<file path="config.mk">
export PLATFORM = sky130hd
export DESIGN_NAME = icache_refill_axi
export DESIGN_NICKNAME = d
export VERILOG_FILES = /design/src/rtl/icache_refill_axi_pkg.sv /design/src/rtl/icache_refill_axi_line_buf.sv /design/src/rtl/icache_refill_axi.sv
export SDC_FILE = /design/constraint.sdc
export NUM_CORES = 1
export LEC_CHECK = 0
export ABC_CLOCK_PERIOD_IN_PS = 20200
export CAP_MARGIN = 20
export CORE_AREA = 5 5 243 245
export CTS_BUF_LIST = sky130_fd_sc_hd__clkbuf_8
export DETAILED_ROUTE_END_ITERATION = 6
export DIE_AREA = 0 0 248 250
export PLACE_DENSITY = 0.68
export SETUP_SLACK_MARGIN = 0.1
export SYNTH_ARGS = -nofsm -noshare
export SYNTH_HDL_FRONTEND = slang
export SYNTH_SLANG_ARGS = --single-unit
</file>
<file path="constraint.sdc">
create_clock -name clk -period 20.2 [get_ports clk]
set_input_delay 6.06 -clock clk [delete_from_list [all_inputs] [get_ports clk]]
set_output_delay 6.06 -clock clk [all_outputs]
set_load 0.1 [all_outputs]
</file>
<file path="src/rtl/icache_refill_axi_pkg.sv">
// Shared cache package: refill FSM state encoding and AXI encodings.
package icache_refill_axi_pkg;

    typedef enum logic [1:0] {
        ST_IDLE = 2'd0,
        ST_AR   = 2'd1,
        ST_RECV = 2'd2,
        ST_DONE = 2'd3
    } refill_state_e;

    localparam logic [1:0] BURST_INCR = 2'b01;
    localparam logic [2:0] SIZE_4B    = 3'b010;
    localparam logic [1:0] RESP_OKAY  = 2'b00;

endpackage

</file>
<file path="src/rtl/icache_refill_axi_line_buf.sv">
// Cache line assembly buffer: one 32-bit word written per enable, full line visible.
module refill_line_buf #(
    parameter int LINE_WORDS = 16,
    parameter int IDX_W      = $clog2(LINE_WORDS)
) (
    input  logic                    clk,
    input  logic                    rst,
    input  logic                    we,
    input  logic [IDX_W-1:0]        idx,
    input  logic [31:0]             wdata,
    output logic [32*LINE_WORDS-1:0] line
);

    logic [LINE_WORDS-1:0][31:0] words;

    // Word storage; contents only change on a write, so the line holds between fills.
    always_ff @(posedge clk or posedge rst) begin
        if (rst) begin
            words <= '0;
        end else if (we) begin
            words[idx] <= wdata;
        end
    end

    assign line = words;

endmodule

</file>
<file path="src/rtl/icache_refill_axi.sv">
// I-cache line refill engine: one AXI INCR read burst per miss, assembled into a line.
module icache_refill_axi
    import icache_refill_axi_pkg::*;
#(
    parameter int LINE_WORDS = 16,
    parameter int ADDR_W     = 32
) (
    input  logic                     clk,
    input  logic                     rst,
    input  logic                     r_req,
    input  logic [ADDR_W-1:0]        r_addr,
    input  logic                     r_data_ready,
    output logic                     r_rdy_AXI,
    output logic                     fill_finish,
    output logic [32*LINE_WORDS-1:0] fill_line,
    output logic                     fill_err,
    output logic [ADDR_W-1:0]        araddr,
    output logic [7:0]               arlen,
    output logic [2:0]               arsize,
    output logic [1:0]               arburst,
    output logic                     arvalid,
    input  logic                     arready,
    input  logic [31:0]              rdata,
    input  logic [1:0]               rresp,
    input  logic                     rlast,
    input  logic                     rvalid,
    output logic                     rready
);

    localparam int CNT_W = $clog2(LINE_WORDS);
    localparam int OFF_W = CNT_W + 2;
    localparam logic [CNT_W-1:0] LAST_IDX = CNT_W'(LINE_WORDS - 1);

    refill_state_e     state, state_nxt;
    logic [ADDR_W-1:0] addr_q;
    logic [CNT_W-1:0]  cnt;
    logic              err_q;
    logic              beat;
    logic              last_beat;
    logic              beat_bad;

    assign beat      = (state == ST_RECV) && rvalid && r_data_ready;
    assign last_beat = (cnt == LAST_IDX);
    // A beat is bad on an error response or when rlast disagrees with our own count.
    assign beat_bad  = (rresp != RESP_OKAY) || (rlast != last_beat);

    // State register.
    always_ff @(posedge clk or posedge rst) begin
        if (rst) state <= ST_IDLE;
        else     state <= state_nxt;
    end

    // Next-state and handshake outputs; all outputs decode from state so reset clears them at once.
    always_comb begin
        state_nxt   = state;
        arvalid     = 1'b0;
        r_rdy_AXI   = 1'b0;
        rready      = 1'b0;
        fill_finish = 1'b0;
        unique case (state)
            ST_IDLE: if (r_req) state_nxt = ST_AR;
            ST_AR: begin
                arvalid = 1'b1;
                if (arready) begin
                    r_rdy_AXI = 1'b1;
                    state_nxt = ST_RECV;
                end
            end
            ST_RECV: begin
                rready = r_data_ready;
                // Completion is by beat count; a wrong rlast is only flagged.
                if (beat && last_beat) state_nxt = ST_DONE;
            end
            ST_DONE: begin
                fill_finish = 1'b1;
                state_nxt   = ST_IDLE;
            end
            default: state_nxt = ST_IDLE;
        endcase
    end

    // Request capture, beat counter and sticky error flag.
    always_ff @(posedge clk or posedge rst) begin
        if (rst) begin
            addr_q <= '0;
            cnt    <= '0;
            err_q  <= 1'b0;
        end else if (state == ST_IDLE && r_req) begin
            addr_q <= {r_addr[ADDR_W-1:OFF_W], {OFF_W{1'b0}}};
            cnt    <= '0;
            err_q  <= 1'b0;
        end else if (beat) begin
            cnt <= cnt + 1'b1;
            if (beat_bad) err_q <= 1'b1;
        end
    end

    assign araddr   = addr_q;
    assign arlen    = 8'(LINE_WORDS - 1);
    assign arsize   = SIZE_4B;
    assign arburst  = BURST_INCR;
    assign fill_err = err_q;

    refill_line_buf #(
        .LINE_WORDS(LINE_WORDS),
        .IDX_W     (CNT_W)
    ) u_line_buf (
        .clk  (clk),
        .rst  (rst),
        .we   (beat),
        .idx  (cnt),
        .wdata(rdata),
        .line (fill_line)
    );

endmodule

</file>
==> results of run 1 <==
-- state kept, by name, indices dropped and copies added (netlist names) --
name,cells
fill_err,1
araddr,26
state,2
u_line_buf.line,512
cnt,4
-- metal layers --
metal | track usage [%] | vias to the layer above | share of wire [%]
met2 | 34.6 | 445 | 51
met1 | 23.5 | 6751 | 38
met5 | 0 | - | 0
met3 | 5.83 | 112 | 7.2
met4 | 8.13 | 0 | 3.5
li1 | - | 5626 | -
-- worst paths after layout --
path,to,slack (ps),depth (start not counted)
worst max-delay path,rready,6270,3
worst min-delay path,u_line_buf.line[278],480,1
worst max register to register,u_line_buf.line[494],16920,7
worst min register to register,u_line_buf.line[278],480,1
max in group asynchronous,u_line_buf.line[175],12020,5
min in group asynchronous,u_line_buf.line[274],5970,3
-- synth_stat cells (all sizes together) --
library cell and number:
o21ai 1, inv 6, buf 70, xnor2 2
and3 2, mux2 539, dfrtp 545, o32a 1
nor2 14, a21oi 6, nand2b 2, nand3 5
a221oi 1, nor3 1, and2 2, nand4 1
xor2 2, clkbuf 33, ha 8, conb 2
nor2b 1, nand2 6
-- report_power, final --
part	leakage, nW	switching [mW]	internal (mW)
combinational	5.39	1.32	0.382
clock	1.10	0.448	0.580
sequential	7.44	0.0790	1.24
total	13.9	1.85	2.20
-- cell families after synthesis --
group / share of synthesized area, %
simple gates: 0.800
mux: 29.4
fa+ha+maj: 0.485
buf+inv: 2.79
flops: 66.1
xor+xnor: 0.170
other cells: 0.0364
compound gates: 0.261
-- layout make-up --
type                            instances  area, um2  share of cell area [%]
Timing Repair Buffer                  632       6330                    21.4
Inverter                                6       26.3                  0.0890
Multi-Input combinational cell        613       6600                    22.3
Sequential cell                       545      13600                    46.2
Clock inverter                         38        293                   0.991
Clock buffer                          122       1680                    5.69
Antenna cell                            2       5.00                  0.0169
Tap cell                              765        957                    3.24
-- per-stage QoR --
step / hold WS [ps] / setup WS, ps / instance area [um2]
after detailed placement: 474 / 6270 / 27500
after global routing: 501 / 6210 / 29500
after floorplan: 528 / 6730 / 20700
after global placement: 467 / 6250 / 27500
final: 483 / 6270 / 29500
after CTS: 486 / 6260 / 29500
==> metrics.cfg, run 1 <==
[cells_and_area]
layout_common_cells=clkdlybuf4s50_1, dfrtp_1, mux2_2
layout_commonest_cell=clkdlybuf4s50_1
syn_to_final_growth_pct=43.0
finalNonFillerCells=2723
drive_above_1_share_pct=35.4
final_util_pct=51.9
nFillCells=4824
fin_nets=1970

[clocking]
hold_buffers=0
clock_latency_ps=680
root_buffer=clkbuf_8
clock-sinks=545
cts_tree=done
clock_path_buffers=3
cts_resized=0
cts_buffers=91
cts_setup_buffers=0
clk_pin_slew_worst_paths_ps=60
htreeDepth=3

[drt]
drc=0
routedWlPerCell_um=23.5
ant_nets=0
vias_per_cell=4.75
drtIter0Drc=541
firstDrtPassIters=4
vias=12900
drt_wl_total_um=63900

[setup_path]
crit_start=r_data_ready
path_common_cell=clkdlybuf4s50_1
path_delay_family=buffers and inverters
cp_cell_sequence=clkdlybuf4s50_1, and2_1, clkdlybuf4s50_1
crit_required_ps=14140
path_max_fanout=3
worstSetupStartpointType=input pin
arrival_ps=7870
max_stage_delay_ps=1140
r2r_start=state[0]
crit_path_end_kind=primary output
crit_slowest_cell=clkdlybuf4s50_1
critPathKind=input pin to primary output
cp.buffers_inverters=2

[power_and_ir_drop]
vdd_ir_drop_max_v=0.000181
power.leakage_nw=13.9
power_density_nw_per_um2=137
power_mw=4.05

[sta]
finalCritPeriodShare_pct=68.9
setup_tns_ps=0
min_period_ps=13930
worst_pin_slew_ps=1140
hold_viol_final=0
rsz0062_at_grt=no
slew_violations=0
max_freq_mhz=71.8
slew_headroom_pct=23.7
finalClockSkew_ps=26.0
setup_viol=0

[min_path]
hold_path.startpoint=u_line_buf.line[278]
holdCritPathClass=flip-flop to flip-flop

[yosys]
syn_inst=1250
yosys.area.top_type=dfrtp_1
avgSynthCellArea_um2=16.5
synth.distinct_cells=26
netlist.area_leader.share_pct=66.1
ys_ff_latch=545
yosysWarnings=0
netlist_area_um2=20600
seq_area_frac_synth_pct=66.1
synth.area.top_cells=dfrtp_1, mux2_2, mux2_1, buf_4, buf_2

[die]
start_util_pct=36.3
design.die.area_um2=62000
io_pins=635
core_um2=56900
rows=88
die_x_um=248
die_h_um=250

[global_routing]
grt_use_total_pct=20.1
grt_max_degree=182
grt_antenna_before_repair=1
grt_pass1_vias=14000
grt_pass1_wl_um=93400
grt_overflow=0

[placed_design]
dp_hpwl_um=44500
dp_cells=2559
gp_congestion=0.800
io_buffers=609

[run]
maxCapViolCount=0

[outcome]
status=complete, no violations

(Power assumes the default switching activity.)
==> inputs of run 2 (changes only) <==
--- a/config.mk
+++ b/config.mk
@@ -5,13 +5,12 @@
 export SDC_FILE = /design/constraint.sdc
 export NUM_CORES = 1
 export LEC_CHECK = 0
-export ABC_CLOCK_PERIOD_IN_PS = 20200
+export ABC_CLOCK_PERIOD_IN_PS = 13000
 export CAP_MARGIN = 20
-export CORE_AREA = 5 5 243 245
+export CORE_AREA = 5 5 247 249
 export CTS_BUF_LIST = sky130_fd_sc_hd__clkbuf_8
 export DETAILED_ROUTE_END_ITERATION = 6
-export DIE_AREA = 0 0 248 250
-export PLACE_DENSITY = 0.68
+export DIE_AREA = 0 0 252 254
 export SETUP_SLACK_MARGIN = 0.1
 export SYNTH_ARGS = -nofsm -noshare
 export SYNTH_HDL_FRONTEND = slang
==> constraint.sdc (replaced) <==
create_clock -name clk -period 13 [get_ports clk]
set_input_delay 3.9 -clock clk [delete_from_list [all_inputs] [get_ports clk]]
set_output_delay 3.9 -clock clk [all_outputs]
set_load 0.1 [all_outputs]
==> metrics.cfg, run 2 (synthesized netlist as in run 1, its figures left out) <==
[sta]
rsz0062_at_grt=no
finalCritPeriodShare_pct=73.6
worst_pin_slew_ps=1090
finalClockSkew_ps=43.7
max_freq_mhz=105
hold_viol_final=0
slew_headroom_pct=27.3
setup_ws_ps=3440
setup_tns_ps=0
min_period_ps=9560
setup_viol=0
slew_violations=0

[die]
design.die.area_um2=64000
start_util_pct=35.3
core_um2=58500
rows=89
io_pins=635
die_x_um=252
die_h_um=254

[drt]
ant_nets=0
firstDrtPassIters=4
drc=0
routedWlPerCell_um=23.9
vias=13000
drt_wl_total_um=65300
drtIter0Drc=432
vias_per_cell=4.75

[placed_design]
dpl_cell_area_um2=27500
io_buffers=609
dp_hpwl_um=46400
place_ws_ps=3450
gp_congestion=0.787

[global_routing]
grt_overflow=0
grt_max_degree=166
grt_pass1_vias=13800
grt_antenna_before_repair=2
grt_pass1_wl_um=94700
grt_use_total_pct=19.8

[setup_path]
critPathKind=input pin to primary output
arrival_ps=5660
crit_required_ps=9100
worstSetupStartpointType=input pin
path_max_fanout=3
crit_path_end_kind=primary output
rrSetupSlack_ps=9840

[cells_and_area]
finalInstanceArea_um2=29400
syn_to_final_growth_pct=42.5
final_util_pct=50.3
fin_nets=1972
layout_commonest_cell=clkdlybuf4s50_1
layout_common_cells=clkdlybuf4s50_1, dfrtp_1, mux2_2
seq_area_um2=13600
multi_input_area_um2=6600
drive_above_1_share_pct=35.3
nFillCells=5091
largest_register_ffs=512

[power_and_ir_drop]
p_int_mw=3.36
combPwrFrac_pct=42.5
power_density_nw_per_um2=212
switchingPower_mw=2.87
power.leakage_nw=13.9
clkPwrFrac_pct=24.6
power_frac_seq_pct=32.9
p_sw_share_pct=46.0
vdd_ir_drop_max_v=0.000206

[clocking]
cts_buffers=93
root_buffer=clkbuf_8
cts_tree=done
clock-sinks=545
clk_pin_slew_worst_paths_ps=60
htreeDepth=3
clock_latency_ps=680
clock_path_buffers=3
cts_resized=0
cts_setup_buffers=0
hold_buffers=0

[outcome]
status=complete, no violations

[min_path]
holdCritPathClass=flip-flop to flip-flop

[run]
maxCapViolCount=0

-- run 2: cell count changes in the layout (fill, tap and decap cells not counted), moves of 2 or more --
cell | before | now
clkbuf_8 | 122 | 115
clkinv_2 | 4 | 11
clkinv_8 | 3 | 1
inv_1 | 29 | 35
-- run 2: power groups by stage --
stage | Sequential (mW) | Combinational, mW | Clock [mW]
floorplan | 3.69 | 0.375 | 0
global placement | 2.06 | 2.65 | 0
detailed placement | 2.08 | 2.66 | 0
CTS | 2.05 | 2.67 | 1.59
global route | 2.08 | 2.71 | 1.66
finish | 2.05 | 2.65 | 1.53
-- run 2: critical path, stage by stage --
cell,delay (ps)
clkdlybuf4s50_1,500
and2_1,140
clkdlybuf4s50_1,1130
-- run 2: routing by layer --
| layer | up-vias | routed length (um) | track usage [%] |
|---|---|---|---|
| li1 | 5629 | - | - |
| met1 | 6751 | 25000 | 23.5 |
| met2 | 471 | 32600 | 33.3 |
| met3 | 132 | 5200 | 6.75 |
| met4 | 0 | 2520 | 7.77 |
| met5 | - | 0 | 0 |
-- run 2: path summary, 6_finish.rpt --
check                           cells past startpoint            startpoint                   end
worst min register to register                      1  u_line_buf.line[278]  u_line_buf.line[278]
worst min-delay path                                1  u_line_buf.line[278]  u_line_buf.line[278]
worst max-delay path                                3          r_data_ready                rready
max in group asynchronous                           5                   rst  u_line_buf.line[299]
min in group asynchronous                           3                   rst  u_line_buf.line[405]
worst max register to register                      7              state[0]  u_line_buf.line[509]
-- run 2: metrics by stage --
stage | instances | power (mW) | hold WS [ps]
4_1_cts | 2731 | 6.30 | 487
6_report | 2736 | 6.22 | 480
3_5_place_dp | 2567 | 4.74 | 474
3_3_place_gp | 2567 | 4.72 | 468
2_1_floorplan | 1267 | 4.07 | 528
5_1_grt | 2735 | 6.45 | 508
-- run 2: area by class of cell --
class / instances / share of cell area (%)
tap: 773 / 3.29
inverter: 6 / 0.0893
clock inverter: 49 / 0.991
multi-input combinational: 613 / 22.4
clock buffer: 115 / 5.38
sequential: 545 / 46.3
antenna: 3 / 0.0255
timing repair buffer: 632 / 21.5
